--- src/rtl/reg_mask_encoder_pkg.sv ---
// Shared register-file constants and encoder state type.
// Index and mux-select widths follow from the 16-entry register file.
package reg_mask_encoder_pkg;

   localparam int NREG      = 16;
   localparam int REG_IDX_W = 4;
   localparam int REG_SEL_W = 5;

   localparam logic [REG_SEL_W-1:0] SEL_NONE = 5'b00000;

   typedef enum logic {
      ST_IDLE = 1'b0,
      ST_EMIT = 1'b1
   } enc_state_t;

   // Mux-select code reserves 0 for "no register", so index n maps to n+1.
   function automatic logic [REG_SEL_W-1:0] idx_to_sel(input logic [REG_IDX_W-1:0] idx);
      return {1'b0, idx} + REG_SEL_W'(1);
   endfunction

endpackage

--- src/rtl/reg_mask_encoder_if.sv ---
// Request/beat bus between the controller, the mask encoder and the register-file port logic.
// The encoder sits on the slave modport.
interface reg_mask_encoder_if
   import reg_mask_encoder_pkg::*;
   ();

   logic                 req_valid;
   logic [NREG-1:0]      req_mask;
   logic                 req_ready;
   logic                 out_valid;
   logic                 out_ready;
   logic [REG_IDX_W-1:0] out_idx;
   logic [REG_SEL_W-1:0] out_sel;
   logic                 out_last;
   logic [REG_SEL_W-1:0] out_count;
   logic                 done;
   logic                 empty_err;
   logic                 busy;

   modport master (
      output req_valid, req_mask, out_ready,
      input  req_ready, out_valid, out_idx, out_sel, out_last, out_count, done, empty_err, busy
   );

   modport slave (
      input  req_valid, req_mask, out_ready,
      output req_ready, out_valid, out_idx, out_sel, out_last, out_count, done, empty_err, busy
   );

endinterface

--- src/rtl/reg_mask_encoder_prio_enc16.sv ---
// Combinational 16-to-4 priority encoder with selectable scan direction.
// Also yields the one-hot bit to clear and a flag for exactly one bit remaining.
module prio_enc16
   import reg_mask_encoder_pkg::*;
   (
   input  logic [NREG-1:0]      i_mask,
   input  logic                 i_lsb_first,
   output logic [REG_IDX_W-1:0] o_idx,
   output logic [NREG-1:0]      o_onehot,
   output logic                 o_single
   );

   logic w_any;

   // The last match in scan order wins, so scanning downward selects the lowest set bit.
   always_comb begin
      o_idx = '0;
      if (i_lsb_first) begin
         for (int i = NREG - 1; i >= 0; i--)
            if (i_mask[i]) o_idx = REG_IDX_W'(i);
      end else begin
         for (int i = 0; i < NREG; i++)
            if (i_mask[i]) o_idx = REG_IDX_W'(i);
      end
   end

   assign w_any    = (i_mask != '0);
   assign o_onehot = w_any ? (NREG'(1) << o_idx) : '0;
   assign o_single = w_any && ((i_mask & (i_mask - NREG'(1))) == '0);

endmodule

--- src/rtl/reg_mask_encoder.sv ---
// Serializes a multi-hot register mask into one register index per handshake,
// for bulk save/restore and writeback replay.
module reg_mask_encoder
   import reg_mask_encoder_pkg::*;
   #(
   parameter bit LSB_FIRST = 1'b1,
   parameter int NREG      = 16
   )
   (
   input  logic              clk,
   input  logic              reset,
   reg_mask_encoder_if.slave bus
   );

   enc_state_t           r_state;
   logic [NREG-1:0]      r_pending;
   logic [REG_SEL_W-1:0] r_count;
   logic                 r_done;
   logic                 r_empty_err;

   logic [REG_IDX_W-1:0] w_idx;
   logic [NREG-1:0]      w_onehot;
   logic                 w_single;
   logic                 w_emit;

   prio_enc16 u_prio (
      .i_mask      (r_pending),
      .i_lsb_first (LSB_FIRST),
      .o_idx       (w_idx),
      .o_onehot    (w_onehot),
      .o_single    (w_single)
   );

   assign w_emit = (r_state == ST_EMIT);

   always_ff @(posedge clk or posedge reset) begin
      if (reset) begin
         r_state     <= ST_IDLE;
         r_pending   <= '0;
         r_count     <= '0;
         r_done      <= 1'b0;
         r_empty_err <= 1'b0;
      end else begin
         r_done      <= 1'b0;
         r_empty_err <= 1'b0;
         case (r_state)
            ST_IDLE: begin
               if (bus.req_valid) begin
                  if (bus.req_mask != '0) begin
                     r_pending <= bus.req_mask;
                     r_count   <= '0;
                     r_state   <= ST_EMIT;
                  end else begin
                     r_empty_err <= 1'b1;
                  end
               end
            end
            ST_EMIT: begin
               if (bus.out_ready) begin
                  r_pending <= r_pending & ~w_onehot;
                  r_count   <= r_count + REG_SEL_W'(1);
                  if (w_single) begin
                     r_state <= ST_IDLE;
                     r_done  <= 1'b1;
                  end
               end
            end
            default: r_state <= ST_IDLE;
         endcase
      end
   end

   // Beat fields are gated so the select code reads "no register" outside a burst.
   assign bus.req_ready = !w_emit;
   assign bus.busy      = w_emit;
   assign bus.out_valid = w_emit;
   assign bus.out_idx   = w_emit ? w_idx : '0;
   assign bus.out_sel   = w_emit ? idx_to_sel(w_idx) : SEL_NONE;
   assign bus.out_last  = w_emit && w_single;
   assign bus.out_count = r_count;
   assign bus.done      = r_done;
   assign bus.empty_err = r_empty_err;

endmodule

--- src/flat_wrapper.sv ---
// flat-port wrapper written by rule: the top's interface ports become plain ports
module reg_mask_encoder_flat import reg_mask_encoder_pkg::*;
#(
   parameter bit LSB_FIRST = 1'b1,
   parameter int NREG      = 16
   )
  (clk, reset, bus_req_valid, bus_req_mask, bus_out_ready, bus_req_ready, bus_out_valid, bus_out_idx, bus_out_sel, bus_out_last, bus_out_count, bus_done, bus_empty_err, bus_busy);
  reg_mask_encoder_if bus_i ();
  input  logic clk;
  input  logic reset;
  input wire logic [$bits(bus_i.req_valid)-1:0] bus_req_valid;
  input wire logic [$bits(bus_i.req_mask)-1:0] bus_req_mask;
  input wire logic [$bits(bus_i.out_ready)-1:0] bus_out_ready;
  output wire logic [$bits(bus_i.req_ready)-1:0] bus_req_ready;
  output wire logic [$bits(bus_i.out_valid)-1:0] bus_out_valid;
  output wire logic [$bits(bus_i.out_idx)-1:0] bus_out_idx;
  output wire logic [$bits(bus_i.out_sel)-1:0] bus_out_sel;
  output wire logic [$bits(bus_i.out_last)-1:0] bus_out_last;
  output wire logic [$bits(bus_i.out_count)-1:0] bus_out_count;
  output wire logic [$bits(bus_i.done)-1:0] bus_done;
  output wire logic [$bits(bus_i.empty_err)-1:0] bus_empty_err;
  output wire logic [$bits(bus_i.busy)-1:0] bus_busy;
  assign bus_i.req_valid = bus_req_valid;
  assign bus_i.req_mask = bus_req_mask;
  assign bus_i.out_ready = bus_out_ready;
  assign bus_req_ready = bus_i.req_ready;
  assign bus_out_valid = bus_i.out_valid;
  assign bus_out_idx = bus_i.out_idx;
  assign bus_out_sel = bus_i.out_sel;
  assign bus_out_last = bus_i.out_last;
  assign bus_out_count = bus_i.out_count;
  assign bus_done = bus_i.done;
  assign bus_empty_err = bus_i.empty_err;
  assign bus_busy = bus_i.busy;
  reg_mask_encoder #(.LSB_FIRST(LSB_FIRST), .NREG(NREG)) u_core (.clk(clk), .reset(reset), .bus(bus_i));
endmodule
--- config.mk ---
export PLATFORM = sky130hd
export DESIGN_NAME = reg_mask_encoder_flat
export DESIGN_NICKNAME = d
export VERILOG_FILES = /design/src/rtl/reg_mask_encoder_pkg.sv /design/src/rtl/reg_mask_encoder_if.sv /design/src/rtl/reg_mask_encoder_prio_enc16.sv /design/src/rtl/reg_mask_encoder.sv /design/src/flat_wrapper.sv
export SDC_FILE = /design/constraint.sdc
export NUM_CORES = 1
export LEC_CHECK = 0
export ABC_AREA = 1
export BUFFER_PORTS_ARGS = -buffer_cell sky130_fd_sc_hd__buf_2
export CORE_MARGIN = 1.5
export CORE_UTILIZATION = 53
export CTS_CLUSTER_DIAMETER = 100
export DETAILED_ROUTE_END_ITERATION = 10
export GPL_ROUTABILITY_DRIVEN = 0
export GPL_TIMING_DRIVEN = 0
export HOLD_SLACK_MARGIN = 0.1
export PLACE_DENSITY = 0.87
export SYNTH_ARGS = -nofsm -noshare
export SYNTH_HDL_FRONTEND = slang
export SYNTH_SLANG_ARGS = --single-unit
export TNS_END_PERCENT = 30
--- constraint.sdc ---
create_clock -name clk -period 3.2 [get_ports clk]
set_input_delay 0.64 -clock clk [delete_from_list [all_inputs] [get_ports clk]]
set_output_delay 0.64 -clock clk [all_outputs]
set_load 0.02 [all_outputs]
After elaboration in Yosys (flattened, before gate mapping) --
Index checks and enable logic that the tools add are counted.
Word-level totals: output and inout port bits 20, flip-flop bits (word level) 24, memories kept 0, memory bits (writable) 0, latch bits 0, memory bits (read-only) 0
Cells by class: equal/unequal tests 3, div/mod/pow operators 0, multipliers 0, muxes and demuxes 38, bitwise gates (word level) 4, shift-type cells 1, add/subtract/negate cells 3, $lt $le $gt $ge 0, reductions and logical operators 7
Operators by type and width (count):
- $mux 4 | 17
- $mux 16 | 4
- $and 16x16->16 | 2
- $pmux 16 s2 | 1
- $reduce_bool 16->1 | 2
- $mux 5 | 4
- $logic_not 16->1 | 1
- $not 16->16 | 1
- $shl 1x4->16 const A | 1
- $sub 16x1->16 const B | 1
- $mux 1 | 10
- $pmux 5 s2 | 1
- $add 4x1->5 const B | 1
- $add 5x1->5 const B | 1
- $ne 2x2->1 const B | 2
- $reduce_and 3->1 | 1
- $logic_and 1x1->1 | 2
- $ne 2x1->1 const B | 1
- $pmux 1 s2 | 1
- $logic_not 1->1 | 1
- $not 1->1 | 1

Longest topological paths before layout --
depth after elaboration 22, depth in mapped cells 22

Modules after synthesis --
Synthesis repeated with hierarchy kept, for this count alone.
Second synthesis, totals: cell total of the unflattened synthesis 337, area, all modules 2043.2 sq um
By module, submodules not included:
- reg_mask_encoder | instances 1, area an instance 1425.1 sq um, cells each 208, seq. area each 600.6 sq um
- prio_enc16 | instances 1, area an instance 618.1 sq um, cells each 129, seq. area each 0.0 sq um

Worst setup path after synthesis --
No wires, ideal clock.
kind register -> output, start register u_core.r_pending[13], end output port bus_out_sel[2], slack 0.656 ns, stages on the path, launching flop included 21, path buffers 0, required time 2.560 ns, arrival 1.904 ns, cells stage by stage dfrtp_1 -> inv_1 -> nand2_1 -> nand2_1 -> nand2_1 -> nand2_1 -> nand2_1 -> nand2_1 -> nand2_1 -> nand2_1 -> nand2_1 -> nand2_1 -> nand2_1 -> nand2_1 -> nand2_1 -> nand2_1 -> inv_1 -> ha_1 -> ha_1 -> nand2_1 -> inv_1
On the way: word-level cells in the longest chain between the ends 16
RTL lines:
- from (decl) | line reg_mask_encoder.sv:16 | logic [NREG-1:0] r_pending;
- from (signal assigned) | line reg_mask_encoder.sv:50 | r_pending <= bus.req_mask;
- from (signal assigned) | line reg_mask_encoder.sv:60 | r_pending <= r_pending & ~w_onehot;
- $mux 4 (14 in series) | line reg_mask_encoder_prio_enc16.sv:20 | if (i_mask[i]) o_idx = REG_IDX_W'(i);
- $add 4x1->5 | line reg_mask_encoder_pkg.sv:18 | return {1'b0, idx} + REG_SEL_W'(1);
- $mux 5 | line reg_mask_encoder.sv:78 | assign bus.out_sel = w_emit ? idx_to_sel(w_idx) : SEL_NONE;
- to (decl) | line flat_wrapper.sv:17 | output wire logic [$bits(bus_i.out_sel)-1:0] bus_out_sel;
No other way between the ends.

Worst setup path in the final report --
start register u_core.r_pending[14], end output port bus_out_sel[2]
On the way: word-level cells in the longest chain between the ends 17
RTL lines (line):
- $mux 4 (15 in series) | reg_mask_encoder_prio_enc16.sv:20
- $add 4x1->5 | reg_mask_encoder_pkg.sv:18
- $mux 5 | reg_mask_encoder.sv:78
No other way between the ends.

==> run summary <==
The maximum number of pins on one net before global-route repair is 25. TritonCTS built the clock tree. On the final layout, the worst clock skew is 0.01462 ns. The worst setup slack after layout is 0.1694 ns. The area of the die came out at about 0.0034 sq mm. The layout net count came out at ~300. Of the total synthesized cell area, the portion taken by AND, OR, NAND and NOR gates is 0.3326. The post-route worst hold slack came out at 0.4520 ns. The minimum clock period came out at slightly above 3 ns. The starting density of the core came out at 0.5475. The total power divided by cell area came out at 1025 mW/mm^2.

The tree is rooted in a sky130_fd_sc_hd__clkbuf_4. The via count of the first global-routing pass came out at about 1500. Of all nets on the critical path, the largest fanout is 4. The die is 58.70 um tall. The cell area after synthesis came out at around 0.0016 sq mm. Counting flops and latches in the post-synthesis netlist gives 24. The portion of the post-synthesis area used by sequential elements came out at 0.3653.

The antenna diode count is 0. The worst-case IR drop observed on VDD is 0.0008302 V. The leakage power figure came out at roughly 1.1 nW.

For this run the aggregate overflow at the end of global routing stands at 0. The first-pass GRT wire length is 6.748 mm. The distinct cell type count after synthesis came out at 32. The number of buffers inserted during clock tree synthesis is 3. The most instantiated flip-flop cell in the synthesis netlist is sky130_fd_sc_hd__dfrtp_1. The share of synthesized area in the top cell type comes to 0.3653. The leading cell type by number of instances after synthesis is sky130_fd_sc_hd__nand2_1. The number of antenna violations at the first check in global routing is 0. By area, the combinational part of the netlist is dominated by simple AND/OR/NAND/NOR gates. Data on the critical path is required at its endpoint by between 2 and 3 ns. The floorplan has 20 rows. The number of violations reported at the end of detailed-routing iteration 0 came out at 54. The worst hold path class is in2async.

The max-cap check violation count is 0. For the pin with the worst max-slew slack, the measured transition is 0.8931 ns. Headroom to the max-slew limit came out at 0.4040. The complex-gate fraction of the synthesized area came out at 0.1438. By area the synthesized netlist is led by sky130_fd_sc_hd__dfrtp_1, sky130_fd_sc_hd__nand2_1, sky130_fd_sc_hd__inv_1. The portion of synthesized area spent on multiplexers is 0.

The post-route DRC violation count came out at 0. The post-synthesis share of cell area spent on full adders, half adders and majority gates came out at 0.05936. Summing over every cut layer, the via total after detailed routing is 1685. The clock insertion delay at the later pin of the skew report is approximately 0.35 ns. Setup total negative slack on the finished layout was measured at 0 ns.

The number of enable flip-flop cells after synthesis is 0. The H-tree level count is 1. The commonest cells after synthesis are sky130_fd_sc_hd__nand2_1, sky130_fd_sc_hd__inv_1, sky130_fd_sc_hd__dfrtp_1. Counting every net in the synthesized netlist gives 254.

The half-perimeter wire length after placement is 3.175 mm. The biggest area contributor in the post-synthesis netlist is sky130_fd_sc_hd__dfrtp_1. The per-instance average area after synthesis came out at 7.243 sq um. The type of element capturing the critical path is a primary output. For this run, the total global-route usage over all layers was measured as 0.2659. Of the total synthesized cell area, the portion taken by XOR and XNOR cells is 0.005327. Setup violations remaining at the end of the flow were counted as 0.

The final period utilization is 0.9471. The count of port buffers added during placement is 39. The data arrival time of the critical path came out at between 2 and 2.5 ns.

The per-cell via count in the routed design came out at around 5.5. The clock-pin slew on the worst setup and hold paths is 0.15 ns. The number of buffers on the longest clock path is 2. The length in cells of the worst reg-to-reg path is 22.

The total power of the final layout is between 0.002 and 0.0025 W. The number of detailed-routing iterations run before antenna repair came out at 4. The count of nets left with antenna violations after detail routing came out at 0.

The number of clock sinks is 24. After synthesis, the share of flip-flops with an asynchronous set or reset is 1.000. The flow ran to the end, and the final reports show no timing, DRC or antenna violations. The top-level port count is 40. The number of filler instances in the final layout came out at ~260. With fillers left out, the area of the finished cells amounts to around 0.002 sq mm. The layout-stage area growth over the synthesis result came out at 21.23%. The fraction of layout cells with a size suffix above 1 came out at 0.2664. The number of hold violations in the final report was 0. The x dimension of the die is 58.70 um. The total area inside the core boundary comes to about 0.0030 sq mm. The startpoint type of the worst setup path is a register. The wire length per cell after detailed routing is 13.66 um. The instance area at placement came out at 0.001881 sq mm. The total length of routed wires came out at ~4.2 mm. The maximum clock frequency is roughly 330 MHz. The synthesized netlist cell count came out at ~230.

The number of slew-limit violations in the final report is 0. The critical path is of the reg2out type. The minimum setup slack after placement came out at 0.3818 ns. The total number of yosys warnings came out at 0.
==> logic make-up after synthesis <==
| logic type | after synthesis |
|---|---|
| AND/OR/NAND/NOR | 117 |
| buffers and inverters | 39 |
| AO/OA/AOI/OAI | 38 |
| flip-flops | 24 |
| adder cells (fa/ha/maj) | 8 |
| XOR/XNOR | 1 |
==> critical path, stage by stage (launching register included) <==
cell and delay (ns):
sky130_fd_sc_hd__dfrtp_1 0.42, sky130_fd_sc_hd__inv_2 0.06, sky130_fd_sc_hd__nand2_1 0.06, sky130_fd_sc_hd__nand2_1 0.05, sky130_fd_sc_hd__nand2_1 0.05, sky130_fd_sc_hd__nand2_1 0.04
sky130_fd_sc_hd__nand2_1 0.06, sky130_fd_sc_hd__nand2_1 0.05, sky130_fd_sc_hd__nand2_1 0.05, sky130_fd_sc_hd__nand2_1 0.04, sky130_fd_sc_hd__nand2_1 0.06, sky130_fd_sc_hd__nand2_1 0.04
sky130_fd_sc_hd__nand2_1 0.05, sky130_fd_sc_hd__nand2_1 0.06, sky130_fd_sc_hd__nand2_2 0.07, sky130_fd_sc_hd__nand2_2 0.07, sky130_fd_sc_hd__nand2_4 0.08, sky130_fd_sc_hd__inv_2 0.06
sky130_fd_sc_hd__ha_4 0.16, sky130_fd_sc_hd__ha_1 0.26, sky130_fd_sc_hd__nand2_1 0.06, sky130_fd_sc_hd__inv_1 0.05, sky130_fd_sc_hd__buf_4 0.15
==> final cells by class <==
class,count,area [sq um],area share
plain buffers,7,33.78,0.01695
clock buffers,3,22.52,0.01130
clock inverters,1,30.03,0.01507
inverters,32,120.1,0.06026
multi-input cells,164,914.6,0.4589
flip-flops and latches,24,603.1,0.3026
well taps,33,41.29,0.02072
repair buffers,43,227.7,0.1142
==> path summary, 6_finish.rpt <==
kind | start | end | slack, ns
worst min register to register | u_core.bus.out_count[4] | u_core.bus.out_count[4] | 0.46
max in group asynchronous | reset | u_core.r_pending[13] | 2.14
worst max register to register | u_core.r_pending[14] | u_core.r_pending[15] | 0.95
worst min-delay path | reset | u_core.bus.out_count[4] | 0.45
min in group clk | u_core.bus.out_count[4] | u_core.bus.out_count[4] | 0.46
worst max-delay path | u_core.r_pending[14] | bus_out_sel[2] | 0.17
==> cell usage in the layout, fill, tap and decap left out, types with 2 or more instances in the layout <==
cell type                  count
sky130_fd_sc_hd__inv_2         4
sky130_fd_sc_hd__dfrtp_2       2
sky130_fd_sc_hd__nor2_1       23
sky130_fd_sc_hd__a21oi_1      11
sky130_fd_sc_hd__dfrtp_1      22
sky130_fd_sc_hd__nor2_2        3
sky130_fd_sc_hd__nor4_1        4
sky130_fd_sc_hd__clkbuf_1      3
sky130_fd_sc_hd__o21ai_0      12
sky130_fd_sc_hd__nand3_1       9
sky130_fd_sc_hd__inv_1        28
sky130_fd_sc_hd__nand2_1      61
sky130_fd_sc_hd__ha_1          6
sky130_fd_sc_hd__nor2_4        2
sky130_fd_sc_hd__o211ai_1      2
sky130_fd_sc_hd__nand4_1       3
sky130_fd_sc_hd__buf_4         6
sky130_fd_sc_hd__o21ai_1       2
sky130_fd_sc_hd__nand2_4       3
sky130_fd_sc_hd__buf_2        41
sky130_fd_sc_hd__o311ai_0      7
sky130_fd_sc_hd__nand2_2       4
sky130_fd_sc_hd__clkbuf_4      3
==> report_power, final <==
part / internal (W) / switching, W / total (W)
Sequential: 0.000429 / 0.000138 / 0.000567
Combinational: 0.000447 / 0.000800 / 0.00125
Clock: 0.000127 / 0.000103 / 0.000230
==> metrics by stage <==
| step | utilization | cells |
|---|---|---|
| global placement | 0.6263 | 299 |
| CTS | 0.6471 | 304 |
| detailed placement | 0.6263 | 299 |
| global route | 0.6638 | 307 |
| finish | 0.6638 | 307 |
| floorplan | - | 227 |
==> flip-flops by register name (all words and copies together) (netlist names) <==
register	cells
u_core.bus.out_count	5
u_core.bus.busy	1
u_core.bus.done	1
u_core.bus.empty_err	1
u_core.r_pending	16
==> what timing repair did <==
item / 4_1_cts / 5_1_grt
setup buffers: 1 / 3
hold buffers: 0 / 0
pin swaps: 0 / 1
resized for setup: 2 / 9
endpoints found under the setup margin: 1 / 2
gates cloned: 0 / 0
==> routing by layer <==
layer,global-route usage,wire length (um),vias up
met3,0.02857,211,16
met1,0.3612,1819,766
met2,0.4061,1961,60
met4,0.1688,201,0
li1,-,-,843
met5,0,0,-
(Power assumes the default switching activity.)
